==> src/rtl/booth_mac_pkg.sv <==
// booth_mac_pkg: shared types for the Booth MAC sequencer.
//   state_e      - sequencer FSM states
//   fifo_entry_t - one queued operand pair {a, b, last}
//   acc_width()  - accumulator width from operand width and guard bits
// L_WORD is the operand width the entry struct is built with; the top's
// L_word parameter defaults to it and must stay equal to it.
package booth_mac_pkg;

  localparam int L_WORD = 4;

  typedef enum logic [2:0] {
    IDLE,
    ISSUE,
    WAIT_BUSY,
    WAIT_DONE,
    DRAIN
  } state_e;

  typedef struct packed {
    logic [L_WORD-1:0] a;
    logic [L_WORD-1:0] b;
    logic              last;
  } fifo_entry_t;

  function automatic int acc_width(input int l_word, input int l_guard);
    return 2 * l_word + l_guard;
  endfunction

endpackage

==> src/rtl/booth_op_fifo.sv <==
// booth_op_fifo: synchronous FIFO for operand pairs.
// Ports: clk_i, rst_ni (sync, active-low), push_i/din_i, pop_i, head_o
// (combinational view of the oldest entry), full_o, empty_o.
// Pushes while full and pops while empty are ignored.
module booth_op_fifo #(
  parameter type T       = logic,
  parameter int  L_DEPTH = 4
) (
  input  logic clk_i,
  input  logic rst_ni,
  input  logic push_i,
  input  T     din_i,
  input  logic pop_i,
  output T     head_o,
  output logic full_o,
  output logic empty_o
);

  localparam int AW = $clog2(L_DEPTH);

  T               mem_q [L_DEPTH];
  logic [AW-1:0]  wr_q, rd_q;
  logic [AW:0]    cnt_q;
  logic           do_push, do_pop;

  assign full_o  = (cnt_q == (AW+1)'(L_DEPTH));
  assign empty_o = (cnt_q == '0);
  assign do_push = push_i && !full_o;
  assign do_pop  = pop_i && !empty_o;
  assign head_o  = mem_q[rd_q];

  always_ff @(posedge clk_i) begin
    if (!rst_ni) begin
      wr_q  <= '0;
      rd_q  <= '0;
      cnt_q <= '0;
    end else begin
      if (do_push) begin
        mem_q[wr_q] <= din_i;
        wr_q        <= wr_q + AW'(1);
      end
      if (do_pop) rd_q <= rd_q + AW'(1);
      cnt_q <= cnt_q + (AW+1)'(do_push) - (AW+1)'(do_pop);
    end
  end

endmodule

==> src/rtl/booth_mac_sequencer.sv <==
// booth_mac_sequencer: MAC front/back end around a radix-2 Booth multiplier.
// Operand pairs enter through i_a/i_b/i_last with i_valid/o_ready into a
// FIFO; one multiply at a time is issued over o_mult_start/i_mult_ready and
// each product is sign-extended into the accumulator. A pair tagged last
// closes the vector: o_acc is loaded and o_acc_valid pulses for one cycle.
// i_mult_err aborts the vector (o_err pulse, remaining pairs drained).
// Ports: i_clk, i_rst_n (sync, active-low), operand stream, multiplier
// handshake (o_mult_word1/2, o_mult_start, i_mult_product, i_mult_ready,
// i_mult_err), result (o_acc, o_acc_valid, o_sat), o_err.
// Build option: BOOTH_MAC_SAT_EN - saturating accumulate with a sticky
// per-vector clamp flag on o_sat; otherwise the sum wraps and o_sat is 0.
module booth_mac_sequencer
  import booth_mac_pkg::*;
#(
  parameter  int L_word  = L_WORD,
  parameter  int L_DEPTH = 4,
  parameter  int L_GUARD = 4,
  localparam int L_ACC   = acc_width(L_word, L_GUARD)
) (
  input  logic                i_clk,
  input  logic                i_rst_n,
  input  logic [L_word-1:0]   i_a,
  input  logic [L_word-1:0]   i_b,
  input  logic                i_last,
  input  logic                i_valid,
  output logic                o_ready,
  output logic [L_word-1:0]   o_mult_word1,
  output logic [L_word-1:0]   o_mult_word2,
  output logic                o_mult_start,
  input  logic [2*L_word-1:0] i_mult_product,
  input  logic                i_mult_ready,
  input  logic                i_mult_err,
  output logic [L_ACC-1:0]    o_acc,
  output logic                o_acc_valid,
  output logic                o_err,
  output logic                o_sat
);

  state_e            state_q;
  logic [L_word-1:0] word1_q, word2_q;
  logic              last_q;
  logic [L_ACC-1:0]  acc_q, acc_d, acc_out_q;
  logic              sat_q, sat_d, sat_out_q, clamp;
  logic              start_q, acc_valid_q, err_q;
  fifo_entry_t       push_e, head_e;
  logic              full, empty, push, pop;

  // Ready comes from registered occupancy only, so a full FIFO refuses a
  // push even in a cycle where it is also popping.
  assign o_ready = !full;
  assign push    = i_valid && !full;
  assign push_e  = '{a: i_a, b: i_b, last: i_last};
  // IDLE pops only when the multiplier can take the pair; DRAIN discards.
  assign pop     = !empty && ((state_q == IDLE && i_mult_ready) || state_q == DRAIN);

  booth_op_fifo #(
    .T       (fifo_entry_t),
    .L_DEPTH (L_DEPTH)
  ) u_fifo (
    .clk_i   (i_clk),
    .rst_ni  (i_rst_n),
    .push_i  (push),
    .din_i   (push_e),
    .pop_i   (pop),
    .head_o  (head_e),
    .full_o  (full),
    .empty_o (empty)
  );

`ifdef BOOTH_MAC_SAT_EN
  // One extra bit exposes signed overflow: top two bits disagree.
  logic [L_ACC:0] sum_w;
  always_comb begin
    sum_w = {acc_q[L_ACC-1], acc_q} + (L_ACC+1)'($signed(i_mult_product));
    clamp = (sum_w[L_ACC] != sum_w[L_ACC-1]);
    acc_d = sum_w[L_ACC-1:0];
    if (clamp)
      acc_d = sum_w[L_ACC] ? {1'b1, {(L_ACC-1){1'b0}}} : {1'b0, {(L_ACC-1){1'b1}}};
  end
`else
  always_comb begin
    acc_d = acc_q + L_ACC'($signed(i_mult_product));
    clamp = 1'b0;
  end
`endif

  assign sat_d = sat_q | clamp;

  always_ff @(posedge i_clk) begin
    if (!i_rst_n) begin
      state_q     <= IDLE;
      word1_q     <= '0;
      word2_q     <= '0;
      last_q      <= 1'b0;
      acc_q       <= '0;
      sat_q       <= 1'b0;
      acc_out_q   <= '0;
      sat_out_q   <= 1'b0;
      start_q     <= 1'b0;
      acc_valid_q <= 1'b0;
      err_q       <= 1'b0;
    end else begin
      start_q     <= 1'b0;
      acc_valid_q <= 1'b0;
      err_q       <= 1'b0;
      sat_out_q   <= 1'b0;
      unique case (state_q)
        IDLE: begin
          if (pop) begin
            word1_q <= head_e.a;
            word2_q <= head_e.b;
            last_q  <= head_e.last;
            start_q <= 1'b1;  // high exactly during ISSUE
            state_q <= ISSUE;
          end
        end
        ISSUE: state_q <= WAIT_BUSY;
        WAIT_BUSY, WAIT_DONE: begin
          if (i_mult_err) begin
            err_q   <= 1'b1;
            acc_q   <= '0;
            sat_q   <= 1'b0;
            state_q <= last_q ? IDLE : DRAIN;
          end else if (state_q == WAIT_BUSY) begin
            state_q <= WAIT_DONE;
          end else if (i_mult_ready) begin
            if (last_q) begin
              acc_out_q   <= acc_d;
              sat_out_q   <= sat_d;
              acc_valid_q <= 1'b1;
              acc_q       <= '0;
              sat_q       <= 1'b0;
            end else begin
              acc_q <= acc_d;
              sat_q <= sat_d;
            end
            state_q <= IDLE;
          end
        end
        DRAIN: begin
          if (!empty && head_e.last) state_q <= IDLE;
        end
        default: state_q <= IDLE;
      endcase
    end
  end

  assign o_mult_word1 = word1_q;
  assign o_mult_word2 = word2_q;
  assign o_mult_start = start_q;
  assign o_acc        = acc_out_q;
  assign o_acc_valid  = acc_valid_q;
  assign o_err        = err_q;
  assign o_sat        = sat_out_q;

endmodule

==> config.mk <==
export PLATFORM = sky130hd
export DESIGN_NAME = booth_mac_sequencer
export DESIGN_NICKNAME = d
export VERILOG_FILES = /design/src/rtl/booth_mac_pkg.sv /design/src/rtl/booth_op_fifo.sv /design/src/rtl/booth_mac_sequencer.sv
export SDC_FILE = /design/constraint.sdc
export NUM_CORES = 1
export LEC_CHECK = 0
export CELL_PAD_IN_SITES_DETAIL_PLACEMENT = 1
export CELL_PAD_IN_SITES_GLOBAL_PLACEMENT = 1
export CORE_AREA = 5 5 111 113
export DETAILED_ROUTE_END_ITERATION = 10
export DIE_AREA = 0 0 116 118
export GPL_TIMING_DRIVEN = 0
export PLACE_DENSITY = 0.76
export SYNTH_ARGS = -nofsm -noshare
export SYNTH_HDL_FRONTEND = slang
export SYNTH_SLANG_ARGS = --single-unit
==> constraint.sdc <==
create_clock -name i_clk -period 2.2 [get_ports i_clk]
set_input_delay 0.44 -clock i_clk [delete_from_list [all_inputs] [get_ports i_clk]]
set_output_delay 0.44 -clock i_clk [all_outputs]
set_load 0.05 [all_outputs]
==> impl_metrics.py <==
metrics = {
    "pwr": {
        "power_density_nw_per_um2": 1040,
        "p_clk_share_pct": 30.5,
        "power_frac_comb_pct": 32.5,
        "p_switching_mw": 1.67,
        "power.total_mw": 5.20,
        "p_int_mw": 3.52,
        "sw_frac_of_total_pct": 32.2,
        "vdd_drop_max_mv": 0.559,
        "pwr-share-seq_pct": 37.0,
        "p_leak_nw": 1.81,
    },
    "worst_setup_path": {
        "arrival_ns": 2.43,
        "worstSetupStartpointType": "primary input",
        "cp.required_ns": 2.43,
        "worstRegToRegCells": 11,
        "critPathKind": "in2reg",
        "cp-end-kind": "flop",
        "crit_path_max_fanout": 8,
    },
    "logic_synthesis": {
        "avgSynthCellArea_um2": 12.6,
        "yosys.cell_types.count": 49,
        "synth_area_um2": 3790,
        "yosysWarnings": 0,
        "synth.area.top_cells": "edfxtp_1 29%, dfxtp_1 25%, ha_1 5.6%",
        "ys_ff_latch": 84,
        "synth_edf_count": 36,
        "yosys.area.top_type": "edfxtp_1",
        "synth_top_flop_cell": "dfxtp_1",
        "synth-seq-area-share_pct": 53.8,
        "synth_top_area_share_pct": 28.5,
        "synthesis.nets": 343,
        "synth-async-reset-ratio_pct": 0,
        "syn_inst": 302,
    },
    "cts": {
        "numCtsBuffers": 9,
        "clk_path_buf_depth": 2,
        "numClockSinks": 84,
        "h-tree-depth": 3,
        "clkTransAtPathRegs_ns": 0.07,
        "worstSkewPairLatency_ns": 0.34,
        "cts_root_buf": "clkbuf_16",
        "cts_tree": "built",
        "ctsHoldBuffers": 0,
    },
    "timing": {
        "setup_viol": 1,
        "drv_slew": 0,
        "rsz0062_at_grt": "yes",
        "final.period_utilization_pct": 100,
        "final-hold-violation-count": 0,
        "worstMarginPinSlew_ns": 0.581,
        "fin_skew_ns": 0.00779,
        "slew_headroom_pct": 61.1,
        "fin_worst_hold_slack_ns": 0.482,
        "layout_min_cycle_time_ns": 2.20,
        "fmax_ghz": 0.454,
        "fin_ws_ns": -0.00138,
    },
    "global_routing": {
        "antenna_found_initial": 0,
        "grt_pass1_wl_um": 14200,
        "grt_pass1_vias": 2772,
        "grt_max_degree": 18,
        "grt_use_total_pct": 13.4,
        "grt_remaining_overflow": 0,
    },
    "die": {
        "die_y_um": 118,
        "rows": 39,
        "die_x_um": 116,
        "die_area_um2": 13700,
        "io_pins": 47,
        "start_util_pct": 33.8,
        "core_area_um2": 11200,
    },
    "placed_design": {
        "place_congestion": 0.772,
        "portBuffers": 44,
        "dpl.hpwl_um": 6060,
    },
    "route": {
        "via_per_inst": 4.91,
        "dr.max_layer_used": "met4",
        "wl_met3_um": 369,
        "first_iter_violations": 104,
        "wirelength_um": 8990,
        "post_drt_wl_per_cell_um": 17.4,
        "dr_total_vias": 2541,
        "drc": 0,
        "antenna_left": 0,
        "first_pass_iters": 4,
        "wl_met1_um": 3800,
        "met2_length_um": 4730,
    },
    "run": {
        "drv_cap": 0,
    },
    "layout": {
        "area_growth_pct": 32.4,
        "drive_gt1_share_pct": 22.2,
        "n_antenna_cell": 0,
        "fin_nets": 410,
    },
    "worst_hold_path": {
        "hold_depth": 2,
        "hold_path.class": "reg2reg",
    },
    "outcome": {
        "violations": "negative setup slack",
        "status": "finished, violations left",
    },
}
[state kept, by name (all words and copies together) (netlist names), named ones only]
name	flops
acc_q	12
last_q	1
o_acc	12
o_acc_valid	1
o_err	1
o_mult_start	1
o_mult_word1	4
o_mult_word2	4
state_q	3
u_fifo.cnt_q	3
u_fifo.mem_q	36
u_fifo.rd_q	2
u_fifo.wr_q	2
[kinds of logic after synthesis]
logic type / Yosys count / share of synthesized area, %
DFF: 84 / 53.8
and+or+nand+nor: 80 / 12.9
AOI/OAI and AO/OA: 49 / 8.25
muxes: 30 / 10.9
buffers and inverters: 23 / 3.27
adders and majority gates: 19 / 6.66
xor gates and xnor gates: 16 / 4.06
other: 1 / 0.0989
[metrics by stage]
step | TNS (ns) | setup WS (ns) | area, µm² | instances | util [%]
after detailed placement | -8.10 | -0.764 | 4420 | 489 | 39.4
after global placement | -6.93 | -0.714 | 4420 | 489 | 39.4
final | -0.00138 | -0.00138 | 5020 | 517 | 44.7
after floorplan | 0 | 0.0327 | 3800 | 302 | -
after CTS | 0 | 0.00887 | 4930 | 515 | 43.9
after global routing | -0.171 | -0.0989 | 5020 | 517 | 44.7
[critical path, cell delays in order]
cell and delay (ns):
dlygate4sd2_1 0.37, ha_1 0.44, a21oi_1 0.11, o21ai_0 0.41
o21ai_0 0.19, nor4b_2 0.20, a221o_1 0.26
[synthesized netlist by cell type (2+ instances only)]
library cell / instances
a22oi_1: 5
nand2_1: 13
mux2i_1: 20
o211ai_1: 2
a22o_1: 5
xnor2_1: 10
dfxtp_1: 48
a21oi_1: 16
a211oi_1: 2
fa_1: 2
and3_1: 5
inv_1: 9
mux4_2: 9
o21ai_0: 11
nor3_1: 2
buf_6: 3
ha_1: 17
xor2_1: 5
and2_1: 11
a21o_1: 2
edfxtp_1: 36
buf_4: 2
clkbuf_1: 6
nand4_1: 2
nor2_1: 7
nor2b_1: 29
[routing by layer]
metal,GRT usage (%),vias to the layer above
li1,-,1217
met1,15.9,1266
met2,23.6,50
met3,3.60,8
met4,3.84,0
met5,0,-
[layout by cell type (no fill, tap or decap), types with 10 or more instances in the layout]
master           synthesis  final
clkdlybuf4s50_1          0     39
and2_1                  11     11
a21oi_1                 16     12
ha_1                    17     11
o21ai_0                 11     10
dfxtp_1                 48     44
mux2i_1                 20     20
nand2_1                 13     11
edfxtp_1                36     36
nor2b_1                 29     29
buf_4                    2     13
[final timing paths]
path | startpoint | endpoint | slack, ns
worst max-delay path | i_mult_product[7] | acc_q[11] | -0.001
worst min-delay path | acc_q[8] | acc_q[8] | 0.48
worst max register to register | state_q[0] | o_mult_word1[0] | 0.05
worst min register to register | acc_q[8] | acc_q[8] | 0.48
[area by class of cell]
class / instances / area (µm²)
Timing Repair Buffer: 57 / 539
Tap cell: 143 / 179
Sequential cell: 84 / 2050
Buffer: 12 / 81.3
Multi-Input combinational cell: 195 / 1810
Inverter: 10 / 45.0
Fill cell: 1187 / 6200
Clock buffer: 9 / 225
Clock inverter: 7 / 91.3
[what timing repair did]
action / in CTS / in global routing
cloned: 0 / 1
pin swaps: 11 / 8
setup endpoints to repair: 12 / 24
hold endpoints to repair: 0 / 0
buffers inserted: 10 / 2
resized for setup: 28 / 18
[power groups by stage]
stage          Clock (mW)  Combinational, mW  Sequential, mW
2_1_floorplan           0              0.850            2.07
3_3_place_gp            0               1.29            1.94
3_5_place_dp            0               1.33            1.95
4_1_cts              1.62               1.60            1.92
5_1_grt              1.69               1.84            1.94
6_report             1.58               1.69            1.92
No activity file was read; power rests on OpenSTA's default activity.
==> edit: new RTL, same flow settings <==
Put one more register stage on the output `o_err`, with the module's reset. The value now appears one clock later. The other outputs are not delayed to match.
--- a/src/rtl/booth_mac_sequencer.sv
+++ b/src/rtl/booth_mac_sequencer.sv
@@ -152,3 +152,9 @@
   assign o_acc_valid  = acc_valid_q;
-  assign o_err        = err_q;
+  always_ff @(posedge i_clk) begin
+    if (!i_rst_n) begin
+      o_err <= '0;
+    end else begin
+      o_err <= err_q;
+    end
+  end
   assign o_sat        = sat_out_q;
Check against the original RTL: not equivalent (a bounded check fails within 10 cycles, from zero or initial values and one cycle with i_rst_n low).
==> edit against the unedited design <==
  * Count of clock-buffer cells in the layout is 1 higher
  * Sequential cell count is 1 higher
  * Register-to-register slack got worse by 0.02 ns
  * Routed wire length up 2.4%
  * Design area increased by 0.82%
  * Synthesized area grew 0.69%
  * Worst setup slack improved by 0.036 ns
  * Power shrank 0.88%
  * Non-clock buffer count grew 4
  * Maximum frequency is 1.7% higher
==> edit: results (changes against the unedited design) <==
outcome: "finished clean"  # was complete, but fails checks
cp_slowest_cell: "or3_4"  # was ha_1
p_leak_nw: 1.820  # was 1.809 nW
synthTopCellsByCount: "dfxtp_1 (49), edfxtp_1 (36), nor2b_1 (29)"  # was dfxtp_1 (48), edfxtp_1 (36), nor2b_1 (29)
critPathArrivalTime_ns: 2.40  # was 2.43 ns
gp_congestion: 0.7697  # was 0.7723
path_max_fanout: 3  # was 8
path_clk_slew_ns: 0.06
hold_viol_final: 0  # unchanged
hold_path_class: "reg2reg"  # unchanged
fin_skew_ns: 0.005453  # was 0.007786 ns
clkLatencyLatePin_ns: 0.34  # about the same
diodes: 0  # unchanged
grt_pass1_vias: 2728  # was 2772
async_reset_ff_frac: 0  # unchanged
cts_root_buf: "clkbuf_16"  # unchanged
placedInstanceArea_um2: 4461  # was 4424 µm²
first_pass_iters: 4  # unchanged
dpl.hpwl_mm: 6.159  # was 6.057 mm
r2r_slack_ns: 0.03  # was 0.05 ns
vias: 2548  # was 2541
ff2ff_path_depth: 11  # unchanged
io_buffers: 45  # was 44
ys_types: 49  # unchanged
ir_drop_mv: 0.5353  # was 0.5589 mV
cpPeakStageDelay_ns: 0.40  # was 0.44 ns
cts-buffers-inserted: 9  # unchanged
grt_max_degree: 17  # was 18
rr_startpoint: "u_fifo.cnt_q[0]$_SDFF_PN0_"  # was state_q[0]$_SDFFE_PN0P_
nets: 416  # was 410
drive_gt1_frac: 0.2447  # was 0.2219
yosys_warnings: 0  # unchanged
cts_buffer_depth: 2  # unchanged
antenna_found_initial: 0  # unchanged
crit_type: "reg2reg"  # was in2reg
first_iter_violations: 83  # was 104
regMostFlops: "u_fifo.mem_q"  # unchanged
synth-seq-area-share: 0.5400  # was 0.5384
synth_nets: 345  # was 343
synth.area.top_cells: "edfxtp_1 (28%), dfxtp_1 (26%), ha_1 (5.6%)"  # was edfxtp_1 (29%), dfxtp_1 (25%), ha_1 (5.6%)
grt_pass1_wl_mm: 14.19  # was 14.21 mm
r2r_end: "u_fifo.cnt_q[2]$_SDFF_PN0_"  # was o_mult_word1[0]$_SDFFE_PN0P_
h-tree-depth: 3  # unchanged
slew_headroom: 0.6213  # was 0.6113
grt_usage: 0.1345  # was 0.1344
synth-edff-count: 36  # unchanged
post_drt_wl_per_cell_um: 17.60  # was 17.38 µm
largest_reg_flops: 36  # unchanged
## edit: cell count changes in the layout (fill, tap and decap cells not counted), moves of 3 or more
cell / unedited run / this run
ha_1: 11 / 7
buf_4: 13 / 16
ha_2: 1 / 4
o21ai_1: 2 / 5
o21ai_0: 10 / 7
## edit: worst min path at each step
stage	start	endpoint	slack [ns]	cells past startpoint
2_1_floorplan	err_q$_SDFF_PN0_	o_err$_SDFF_PN0_	0.41	1
3_3_place_gp	err_q$_SDFF_PN0_	o_err$_SDFF_PN0_	0.43	1
3_5_place_dp	err_q$_SDFF_PN0_	o_err$_SDFF_PN0_	0.43	1
4_1_cts	err_q$_SDFF_PN0_	o_err$_SDFF_PN0_	0.45	1
5_1_grt	err_q$_SDFF_PN0_	o_err$_SDFF_PN0_	0.48	1
6_report	err_q$_SDFF_PN0_	o_err$_SDFF_PN0_	0.44	1
## edit: final cells by class
cell class                      count  area (µm²)
Fill cell                        1199        6161
Sequential cell                    85        2066
Multi-Input combinational cell    196        1828
Timing Repair Buffer               60       560.5
Clock buffer                       10       250.2
Tap cell                          143       178.9
Buffer                             13       86.33
Clock inverter                      6       47.55
Inverter                           10       45.04
## edit: stage by stage
stage / cells / worst slack (ns) / util
3_3_place_gp: 492 / -0.6171 / 0.3974
2_1_floorplan: 304 / 0.03273 / -
6_report: 523 / 0.03472 / 0.4511
5_1_grt: 523 / -0.02884 / 0.4511
3_5_place_dp: 492 / -0.6456 / 0.3974
4_1_cts: 519 / 0.01050 / 0.4387
## edit: cell families after synthesis
family / share of synthesized area
AOI/OAI and AO/OA: 0.08191
xor gates and xnor gates: 0.04030
adders and majority gates: 0.06619
buffers and inverters: 0.03243
DFF: 0.5400
muxes: 0.1085
other: 0.0009820
and+or+nand+nor: 0.1298
## edit: worst max-delay path, delay by kind of cell (launching register included)
family	cells	cell delay, ns
AND/OR/NAND/NOR	4	0.68
adder cells (fa/ha/maj)	3	0.68
flip-flops	1	0.33
XOR/XNOR	2	0.27
buffers and inverters	2	0.09
## edit: where the power goes
group	internal, mW	switching, mW
sequential	1.82	0.125
combinational	0.835	0.869
clock	0.848	0.657
## edit: what timing repair did
| item | 4_1_cts | 5_1_grt |
|---|---|---|
| buffers inserted | 11 | 3 |
| endpoints found under the setup margin | 18 | 21 |
| pin swaps | 12 | 7 |
| gates resized for setup | 26 | 30 |
| cloned | 0 | 1 |
| endpoints found under the hold margin | 0 | 0 |
## edit: routing by layer
layer	wire length, µm	vias to the layer above	GRT usage
met5	0	-	0
met4	119	0	0.03191
met3	406	14	0.04781
met2	4863	50	0.2371
met1	3816	1249	0.1536
li1	-	1235	-
